==> src/rtl/tail_light_input_conditioner.sv <==
// Input conditioner for the T-bird tail-light FSM.
// Synchronises and debounces the left/right lever contacts and the hazard pushbutton,
// turns the pushbutton into a latched hazard toggle and arbitrates registered LEFT/RIGHT/HAZ.
// Optional feature: define TL_HAZ_TIMEOUT_EN to make a latched hazard self-clear after
// HAZ_TIMEOUT_CYCLES clock cycles.
module tail_light_input_conditioner #(
    parameter int unsigned DEB_CYCLES         = 16,
    parameter int unsigned HAZ_TIMEOUT_CYCLES = 1024
) (
    input  logic clk,
    input  logic rst_n,
    input  logic left_sw,
    input  logic right_sw,
    input  logic haz_btn,
    output logic LEFT,
    output logic RIGHT,
    output logic HAZ,
    output logic CONFLICT
);

    localparam int unsigned CNT_W = (DEB_CYCLES > 1) ? $clog2(DEB_CYCLES) : 1;
    localparam logic [CNT_W-1:0] CNT_MAX = CNT_W'(DEB_CYCLES - 1);

    // Bit 0 = left lever, bit 1 = right lever, bit 2 = hazard button.
    logic [2:0]            w_raw;
    logic [2:0]            r_sync1;
    logic [2:0]            r_sync2;
    logic [2:0]            r_stable;
    logic [2:0]            w_stable_d;
    logic [2:0]            w_accept;
    logic [2:0][CNT_W-1:0] r_cnt;
    logic [2:0][CNT_W-1:0] w_cnt_d;

    typedef enum logic {StBtnUp, StBtnDown} btn_state_e;
    btn_state_e r_btn;
    btn_state_e w_btn_d;
    logic       w_toggle;

    logic r_haz;
    logic w_haz_d;

    logic r_left;
    logic r_right;
    logic r_hazo;
    logic r_conflict;

    assign w_raw = {haz_btn, right_sw, left_sw};

    // Debounce next state: a new level is accepted only after DEB_CYCLES differing samples.
    always_comb begin
        w_stable_d = r_stable;
        w_accept   = '0;
        w_cnt_d    = '0;
        for (int i = 0; i < 3; i++) begin
            if (r_sync2[i] != r_stable[i]) begin
                if (r_cnt[i] == CNT_MAX) begin
                    w_stable_d[i] = r_sync2[i];
                    w_accept[i]   = 1'b1;
                end else begin
                    w_cnt_d[i] = r_cnt[i] + CNT_W'(1);
                end
            end
        end
    end

    // Button FSM: one toggle per press, release only re-arms.
    always_comb begin
        w_btn_d  = r_btn;
        w_toggle = 1'b0;
        unique case (r_btn)
            StBtnUp: begin
                if (w_accept[2] && w_stable_d[2]) begin
                    w_toggle = 1'b1;
                    w_btn_d  = StBtnDown;
                end
            end
            StBtnDown: begin
                if (w_accept[2] && !w_stable_d[2]) begin
                    w_btn_d = StBtnUp;
                end
            end
            default: w_btn_d = StBtnUp;
        endcase
    end

`ifdef TL_HAZ_TIMEOUT_EN
    localparam int unsigned TCNT_W = $clog2(HAZ_TIMEOUT_CYCLES + 1);
    localparam logic [TCNT_W-1:0] TCNT_MAX = TCNT_W'(HAZ_TIMEOUT_CYCLES - 1);

    logic [TCNT_W-1:0] r_tcnt;
    logic [TCNT_W-1:0] w_tcnt_d;

    // Hazard latch next state; a button toggle takes priority over the timeout.
    always_comb begin
        w_haz_d  = r_haz;
        w_tcnt_d = '0;
        if (w_toggle) begin
            w_haz_d = ~r_haz;
        end else if (r_haz) begin
            if (r_tcnt == TCNT_MAX) begin
                w_haz_d = 1'b0;
            end else begin
                w_tcnt_d = r_tcnt + TCNT_W'(1);
            end
        end
    end

    // Timeout counter register.
    always_ff @(posedge clk) begin
        if (!rst_n) begin
            r_tcnt <= '0;
        end else begin
            r_tcnt <= w_tcnt_d;
        end
    end
`else
    // Hazard latch next state: changes only on a button toggle.
    always_comb begin
        w_haz_d = r_haz ^ w_toggle;
    end
`endif

    // State registers: synchronisers, debounce, button FSM, hazard latch and outputs.
    // Outputs use next-state values so they move on the same edge as stable/haz.
    always_ff @(posedge clk) begin
        if (!rst_n) begin
            r_sync1    <= '0;
            r_sync2    <= '0;
            r_stable   <= '0;
            r_cnt      <= '0;
            r_btn      <= StBtnUp;
            r_haz      <= 1'b0;
            r_left     <= 1'b0;
            r_right    <= 1'b0;
            r_hazo     <= 1'b0;
            r_conflict <= 1'b0;
        end else begin
            r_sync1    <= w_raw;
            r_sync2    <= r_sync1;
            r_stable   <= w_stable_d;
            r_cnt      <= w_cnt_d;
            r_btn      <= w_btn_d;
            r_haz      <= w_haz_d;
            r_conflict <= w_stable_d[0] & w_stable_d[1];
            r_hazo     <= w_haz_d | (w_stable_d[0] & w_stable_d[1]);
            r_left     <= w_stable_d[0] & ~w_stable_d[1] & ~w_haz_d;
            r_right    <= w_stable_d[1] & ~w_stable_d[0] & ~w_haz_d;
        end
    end

    assign LEFT     = r_left;
    assign RIGHT    = r_right;
    assign HAZ      = r_hazo;
    assign CONFLICT = r_conflict;

endmodule

==> config.mk <==
export PLATFORM = sky130hd
export DESIGN_NAME = tail_light_input_conditioner
export DESIGN_NICKNAME = d
export VERILOG_FILES = /design/src/rtl/tail_light_input_conditioner.sv
export SDC_FILE = /design/constraint.sdc
export NUM_CORES = 1
export LEC_CHECK = 0
export ABC_AREA = 1
export BUFFER_PORTS_ARGS = -buffer_cell sky130_fd_sc_hd__buf_2
export CAP_MARGIN = 5
export CORE_ASPECT_RATIO = 1.4
export CORE_MARGIN = 2
export CORE_UTILIZATION = 33
export CTS_BUF_LIST = sky130_fd_sc_hd__clkbuf_2 sky130_fd_sc_hd__clkbuf_4 sky130_fd_sc_hd__clkbuf_8
export CTS_CLUSTER_SIZE = 28
export DETAILED_ROUTE_END_ITERATION = 10
export PLACE_DENSITY = 0.48
export SKIP_CTS_REPAIR_TIMING = 1
export SYNTH_ARGS = -nofsm -noshare
export SYNTH_HDL_FRONTEND = slang
export SYNTH_SLANG_ARGS = --single-unit
==> constraint.sdc <==
create_clock -name clk -period 1.37 [get_ports clk]
set_input_delay 0.274 -clock clk [delete_from_list [all_inputs] [get_ports clk]]
set_output_delay 0.274 -clock clk [all_outputs]
set_load 0.005 [all_outputs]
Word-level counts from Yosys, hierarchy flattened
Cells that the tools add are included.
Widths: inputs -> output; s select.
{"block": "word_totals", "regBits": 27, "wordCells": 54}
{"block": "op_classes", "reduce_logical": 6, "mux": 12, "n_bitwise": 15, "n_eq_ne": 6, "n_addsub": 3}
{"cell": "$add 4x1->4 const B", "n": 3}
{"cell": "$eq 4x4->1 const B", "n": 3}
{"cell": "$mux 1", "n": 11}
{"cell": "$reduce_or 3->1", "n": 3}
{"cell": "$not 1->1", "n": 8}
{"cell": "$and 1x1->1", "n": 5}
{"cell": "$ne 1x1->1", "n": 3}
{"cell": "$logic_and 1x1->1", "n": 2}
{"cell": "$pmux 1 s2", "n": 1}
{"cell": "$logic_not 1->1", "n": 1}
{"cell": "$or 1x1->1", "n": 1}
{"cell": "$xor 1x1->1", "n": 1}

Longest topological paths before layout
Gate-level depths: netlist of the first run.
{"block": "depth", "depth_word": 9, "depth_mapped": 7, "ltp_nobuf": 7}

Worst setup path after synthesis of the first run
No wires, ideal clock.
{"block": "synth_timing", "kind": "flip-flop to flip-flop", "startpoint": "reg r_cnt[8] (netlist bit)", "endpoint": "reg r_cnt[10] (netlist bit)", "n_path_buf": 0, "t_required_ns": 1.245, "arrival_time_ns": 0.960, "period_less_slack_ns": 1.085, "setup_slack_ns": 0.285, "stages_incl_launch_ff": 7, "cell_sequence": "dfxtp_1 > ha_1 > nand2_2 > nor2_4 > inv_1 > o211ai_1 > nor2_1"}
{"block": "synth_between", "elab_chain_len": 2}
{"element": "from (decl)", "line": "31", "rtl": "logic [2:0][CNT_W-1:0] r_cnt;"}
{"element": "from (signal assigned)", "line": "141", "rtl": "r_cnt <= w_cnt_d;"}
{"element": "branches (longest 2 deep; another with $add 4x1->4)"}
Several ways; the timed one is not identified.
A chain may end at the register's enable or synchronous reset.

Worst setup path in the final report of the first run
{"block": "layout_timing", "startpoint": "reg r_cnt[4] (netlist bit)", "endpoint": "reg r_left, in the netlist LEFT"}
{"block": "layout_between", "elab_chain_len": 6}
{"element": "$eq 4x4->1", "line": "56", "rtl": "if (r_cnt[i] == CNT_MAX) begin"}
{"element": "$mux 1", "line": "56"}
{"element": "$mux 1", "line": "55", "rtl": "if (r_sync2[i] != r_stable[i]) begin"}
{"element": "$not 1->1", "line": "146", "rtl": "r_left <= w_stable_d[0] & ~w_stable_d[1] & ~w_haz_d;"}
{"element": "$and 1x1->1 (2 in series)", "line": "146"}
{"element": "to (signal assigned)", "line": "146"}
{"element": "to (decl)", "line": "42", "rtl": "logic r_left;"}
Every way passes these cells.

==> impl_metrics.toml, run 1 <==
[setup_path]
critical_path_class = "flop to flop"
regToRegSetupSlack_ns = 0.13
critPathLaunch = "r_cnt[4]"
timing.rr.end = "LEFT"
worstSetupEndpointType = "flop"
crit_required_ns = 1.58
crit_end = "LEFT"
arrival_ns = 1.45
reg2reg_from = "r_cnt[4]"
crit_path_start_kind = "flop"
cp_max_fo = 5
reg2reg_depth = 5

[job]
maxCapViolCount = 0

[cells_and_area]
num-nets-final = 145
drive_above_1_share_pct = 16.18
fillers = 310
area_growth_pct = 15.15
final_cell_mix = "dfxtp_1 (26), inv_1 (22), nand2_1 (20)"
antenna_cells = 0
final_common_cell = "dfxtp_1"

[hold_path]
hp-class = "primary input to flop"
holdPathStages = 3

[yosys]
synth_cells = 122
ys_seq_elements = 27
yosysWarnings = 0
synth_cell_types = 17
syn_nets = 130
synth_top_area_share_pct = 53.20
synth_area_um2 = 1016
synth_largest_area_cell = "dfxtp_1"
ys_seq_area_share_pct = 53.20
synthTopCellsByArea = "dfxtp_1 (53%), inv_1 (8.1%), nand2_1 (7.4%)"
synth.avg_cell_area_um2 = 8.328

[clocking]
numClockSinks = 27
htreeDepth = 1
clk_latency_ns = 0.26
cts-buffers-inserted = 3
cts_tree = "done"
clockBufferDepth = 2
root_buffer = "clkbuf_8"
clkTransAtPathRegs_ns = 0.09

[floorplanning]
initial_core_util_pct = 34.95
ios = 9
die_area_um2 = 3545
fp-row-count = 23
core_um2 = 2907
chipWidth_um = 50.90
fp.dieH_um = 69.65

[placed_design]
portBuffers = 8
gp_congestion = 0.7495
post-dp-hpwl_um = 1144
place_ws_ns = 0.07900

[status]
outcome = "finished, final reports clean"

[grt]
grt_pass1_vias = 695
antenna_found_initial = 0
grt_pass1_wl_um = 2732
grt_max_degree = 16
grt_use_total_pct = 9.864
overflow = 0

[timing]
max_freq_ghz = 0.8078
fin_ws_ns = 0.1321
tightest_slew_ns = 0.3384
clock_skew_ns = 0.002281
tns_ns = 0
setup_viol = 0
slew_violations = 0
fin_crit_ns = 1.238
hold_viol_final = 0
timing.slew.headroom_pct = 77.34
rsz0062_at_grt = "false"
timing.final.crit_share_pct = 90.36

[pwr]
p_switching_uw = 254.8
power_density_nw_per_um2 = 1082
swShare_pct = 20.13
leakagePower_uw = 0.0005351
internal-power_uw = 1011
vdd_drop_max_mv = 0.7093
p_seq_share_pct = 63.2
pwr-share-clk_pct = 34.2
combPwrFrac_pct = 2.7

[detailed_routing]
first_iter_violations = 5
wl_per_cell_um = 8.595
first_pass_iters = 3
vias_per_cell = 4.387
wirelength_um = 1487
drc = 0
vias = 759
ant_nets = 0
[cell type report]
type	count	area (um2)	area share (%)
flip-flops and latches	27	541.8	46.31
multi-input cells	72	390.4	33.37
inverters	22	82.58	7.059
repair buffers	11	62.56	5.348
well taps	37	46.29	3.957
clock buffers	3	41.29	3.529
clock inverters	1	5.005	0.4278
[layer usage]
| metal | part of all wire (%) | wire length (um) | track usage (%) |
|---|---|---|---|
| met1 | 50 | 741 | 11.62 |
| met5 | 0 | 0 | 0 |
| met3 | 1.7 | 25 | 1.940 |
| met2 | 46 | 681 | 16.23 |
| met4 | 2.6 | 38 | 5.706 |
[power by group through the flow]
| stage | Combinational (uW) | Clock (uW) | Sequential, uW |
|---|---|---|---|
| floorplan | 21.3 | 0 | 817 |
| global placement | 32.9 | 0 | 818 |
| detailed placement | 34.4 | 0 | 818 |
| CTS | 34.4 | 451 | 800 |
| global route | 39.2 | 475 | 802 |
| finish | 33.6 | 432 | 800 |
[worst max-delay path: stages, from the launching register on]
cell and delay [ns]:
dfxtp_1 0.36, ha_1 0.19, nand3_1 0.16, o21ai_0 0.29
nand2_1 0.09, nor2_1 0.08
[synth_stat cells]
master,n
o21ai_0,3
nor2_2,2
nand2_2,1
xor2_1,3
nand2_1,20
o211ai_1,3
nand4_1,4
nor2_1,16
inv_1,22
a21oi_1,4
dfxtp_1,27
xnor2_1,3
ha_1,3
nand3_2,1
nand3_1,8
buf_2,1
nor2_4,1
[worst min path at each step]
stage / slack, ns / to / from
2_1_floorplan: 0.37 / r_sync1[0] / left_sw
3_3_place_gp: 0.39 / r_sync2[2] / r_sync1[2]
3_5_place_dp: 0.40 / r_sync2[2] / r_sync1[2]
4_1_cts: 0.18 / r_sync1[1] / right_sw
5_1_grt: 0.18 / r_sync1[2] / haz_btn
6_report: 0.19 / r_sync1[0] / left_sw
[stage by stage]
stage	hold slack (ns)	power [uW]	std cells	util (%)	area [um2]
floorplan	0.3716	838.5	122	-	1016
global placement	0.3936	850.7	167	38.01	1105
detailed placement	0.4014	852.6	167	38.01	1105
CTS	0.1802	1285	171	39.60	1151
global route	0.1825	1316	173	40.25	1170
finish	0.1857	1266	173	40.25	1170
[kinds of logic (layout without fill, tap and decap cells)]
| family | count (synthesis) | in the layout | synth area share [%] |
|---|---|---|---|
| compound gates | 10 | 10 | 5.665 |
| xor+xnor | 6 | 6 | 5.173 |
| fa+ha+maj | 3 | 3 | 3.695 |
| buf+inv | 23 | 37 | 8.620 |
| flops | 27 | 27 | 53.20 |
| simple gates | 53 | 53 | 23.65 |
[sequential cells by signal, indices dropped and copies added (netlist names), named ones only]
register  count
HAZ           1
LEFT          1
CONFLICT      1
RIGHT         1
r_stable      3
r_sync1       3
r_sync2       3
r_haz         1
r_cnt        12
No activity file was read; power rests on OpenSTA's default activity.
==> run 2: changes to the inputs <==
PLACE_DENSITY = 0.54   (was 0.48)
==> impl_metrics.toml, run 2 (same netlist as run 1, synthesis figures left out) <==
[pwr]
vdd_drop_max_mv = 0.7622
leakagePower_uw = 0.0005329
power_density_nw_per_um2 = 1112

[hold_path]
hp-class = "primary input to flop"
hold_start = "haz_btn"

[detailed_routing]
ant_nets = 0
wirelength_um = 1589
vias = 750
first_pass_iters = 2
wl_per_cell_um = 9.238
drc = 0
vias_per_cell = 4.360
first_iter_violations = 4

[grt]
grt_pass1_vias = 730
grt_max_degree = 15
grt_use_total_pct = 10.70
grt_pass1_wl_um = 2884
antenna_found_initial = 0
overflow = 0

[clocking]
htreeDepth = 1
clockBufferDepth = 2
numClockSinks = 27
clk_latency_ns = 0.27
cts-buffers-inserted = 3
root_buffer = "clkbuf_8"
clkTransAtPathRegs_ns = 0.09
cts_tree = "done"

[cells_and_area]
drive_above_1_share_pct = 14.07
final_common_cell = "dfxtp_1"
area_growth_pct = 14.29
num-nets-final = 144
top_register = "r_cnt"
fin_cells = 172
antenna_cells = 0
largest_register_ffs = 12
fillers = 298
final_cell_mix = "dfxtp_1 (27), inv_1 (22), nand2_1 (20)"
finalInstanceArea_um2 = 1161

[placed_design]
portBuffers = 8
dpl-instance-area_um2 = 1105
dpl.cell_count = 167
place_ws_ns = 0.1071
post-dp-hpwl_um = 1179
gp_congestion = 0.7246

[job]
maxCapViolCount = 0

[timing]
timing.slew.headroom_pct = 75.61
timing.final.crit_share_pct = 91.05
fin_ws_ns = 0.1226
slew_violations = 0
fin_crit_ns = 1.247
clock_skew_ns = 0.003950
tightest_slew_ns = 0.3642
max_freq_ghz = 0.8017
hold_viol_final = 0
setup_viol = 0
rsz0062_at_grt = "true"

[status]
outcome = "finished, final reports clean"

[floorplanning]
fp.dieH_um = 69.65
ios = 9
chipWidth_um = 50.90
initial_core_util_pct = 34.95
core_um2 = 2907
fp-row-count = 23
die_area_um2 = 3545

[setup_path]
path_cells = "ha_1 -> nand2_2 -> nor2_4 -> inv_1 -> o211ai_1 -> nor2_1"
crit_buf_inv = 1
worstSetupEndpointType = "flop"
critPathLaunch = "r_cnt[8]"
critical_path_class = "flop to flop"
reg2reg_from = "r_cnt[8]"
cp_top_family = "flip-flops"
arrival_ns = 1.40
crit_required_ns = 1.52
crit_path_start_kind = "flop"
cp_max_fo = 6
slowest_stage = "dfxtp_1"
slowest_delay_ns = 0.37
==> run 2: cell count changes in the layout (fill, tap and decap cells not counted) <==
cell / delta
buf_4: -1
clkbuf_4: +1
clkinv_2: -1
dfxtp_1: +1
dfxtp_2: -1
ha_1: +1
ha_2: -1
o21ai_0: -1
o21ai_1: +1
==> run 2: worst paths after layout <==
path	slack, ns	endpoint	depth (start not counted)
hold / removal	0.18	r_sync1[2]	3
setup reg to reg	0.12	r_cnt[11]	6
setup / recovery	0.12	r_cnt[11]	6
hold reg to reg	0.42	r_sync2[0]	2
==> run 2: metal layers <==
metal,global-route usage (%),vias up,wire (um)
met2,18.27,10,789
li1,-,403,-
met5,0,-,0
met1,11.62,333,711
met4,6.306,0,27
met3,2.586,4,61
==> run 2: layout make-up <==
type                            count  area [um2]  area share [%]
Multi-Input combinational cell     72       387.9           33.41
Inverter                           22       82.58           7.112
Sequential cell                    27       540.5           46.55
Clock buffer                        4       48.80           4.203
Timing Repair Buffer               10       55.05           4.741
Tap cell                           37       46.29           3.987
==> run 2: power by group <==
| group | switching, uW | internal (uW) | total [uW] |
|---|---|---|---|
| clock network | 230 | 228 | 458 |
| logic | 21.2 | 12.8 | 33.9 |
| registers | 4.77 | 795 | 800 |
| total | 256 | 1040 | 1290 |
==> run 2: through the flow <==
stage | util (%) | TNS, ns | hold WS, ns | power (uW)
3_3_place_gp | 38.01 | 0 | 0.3957 | 850.1
6_report | 39.95 | 0 | 0.1826 | 1291
2_1_floorplan | - | 0 | 0.3716 | 838.5
5_1_grt | 39.95 | -0.006511 | 0.1766 | 1346
3_5_place_dp | 38.01 | 0 | 0.4055 | 852.6
4_1_cts | 39.69 | 0 | 0.1785 | 1313
==> run 2: tightest hold or removal path: stages <==
cell and delay (ns):
buf_2 0.08, nand2_1 0.04, inv_1 0.04
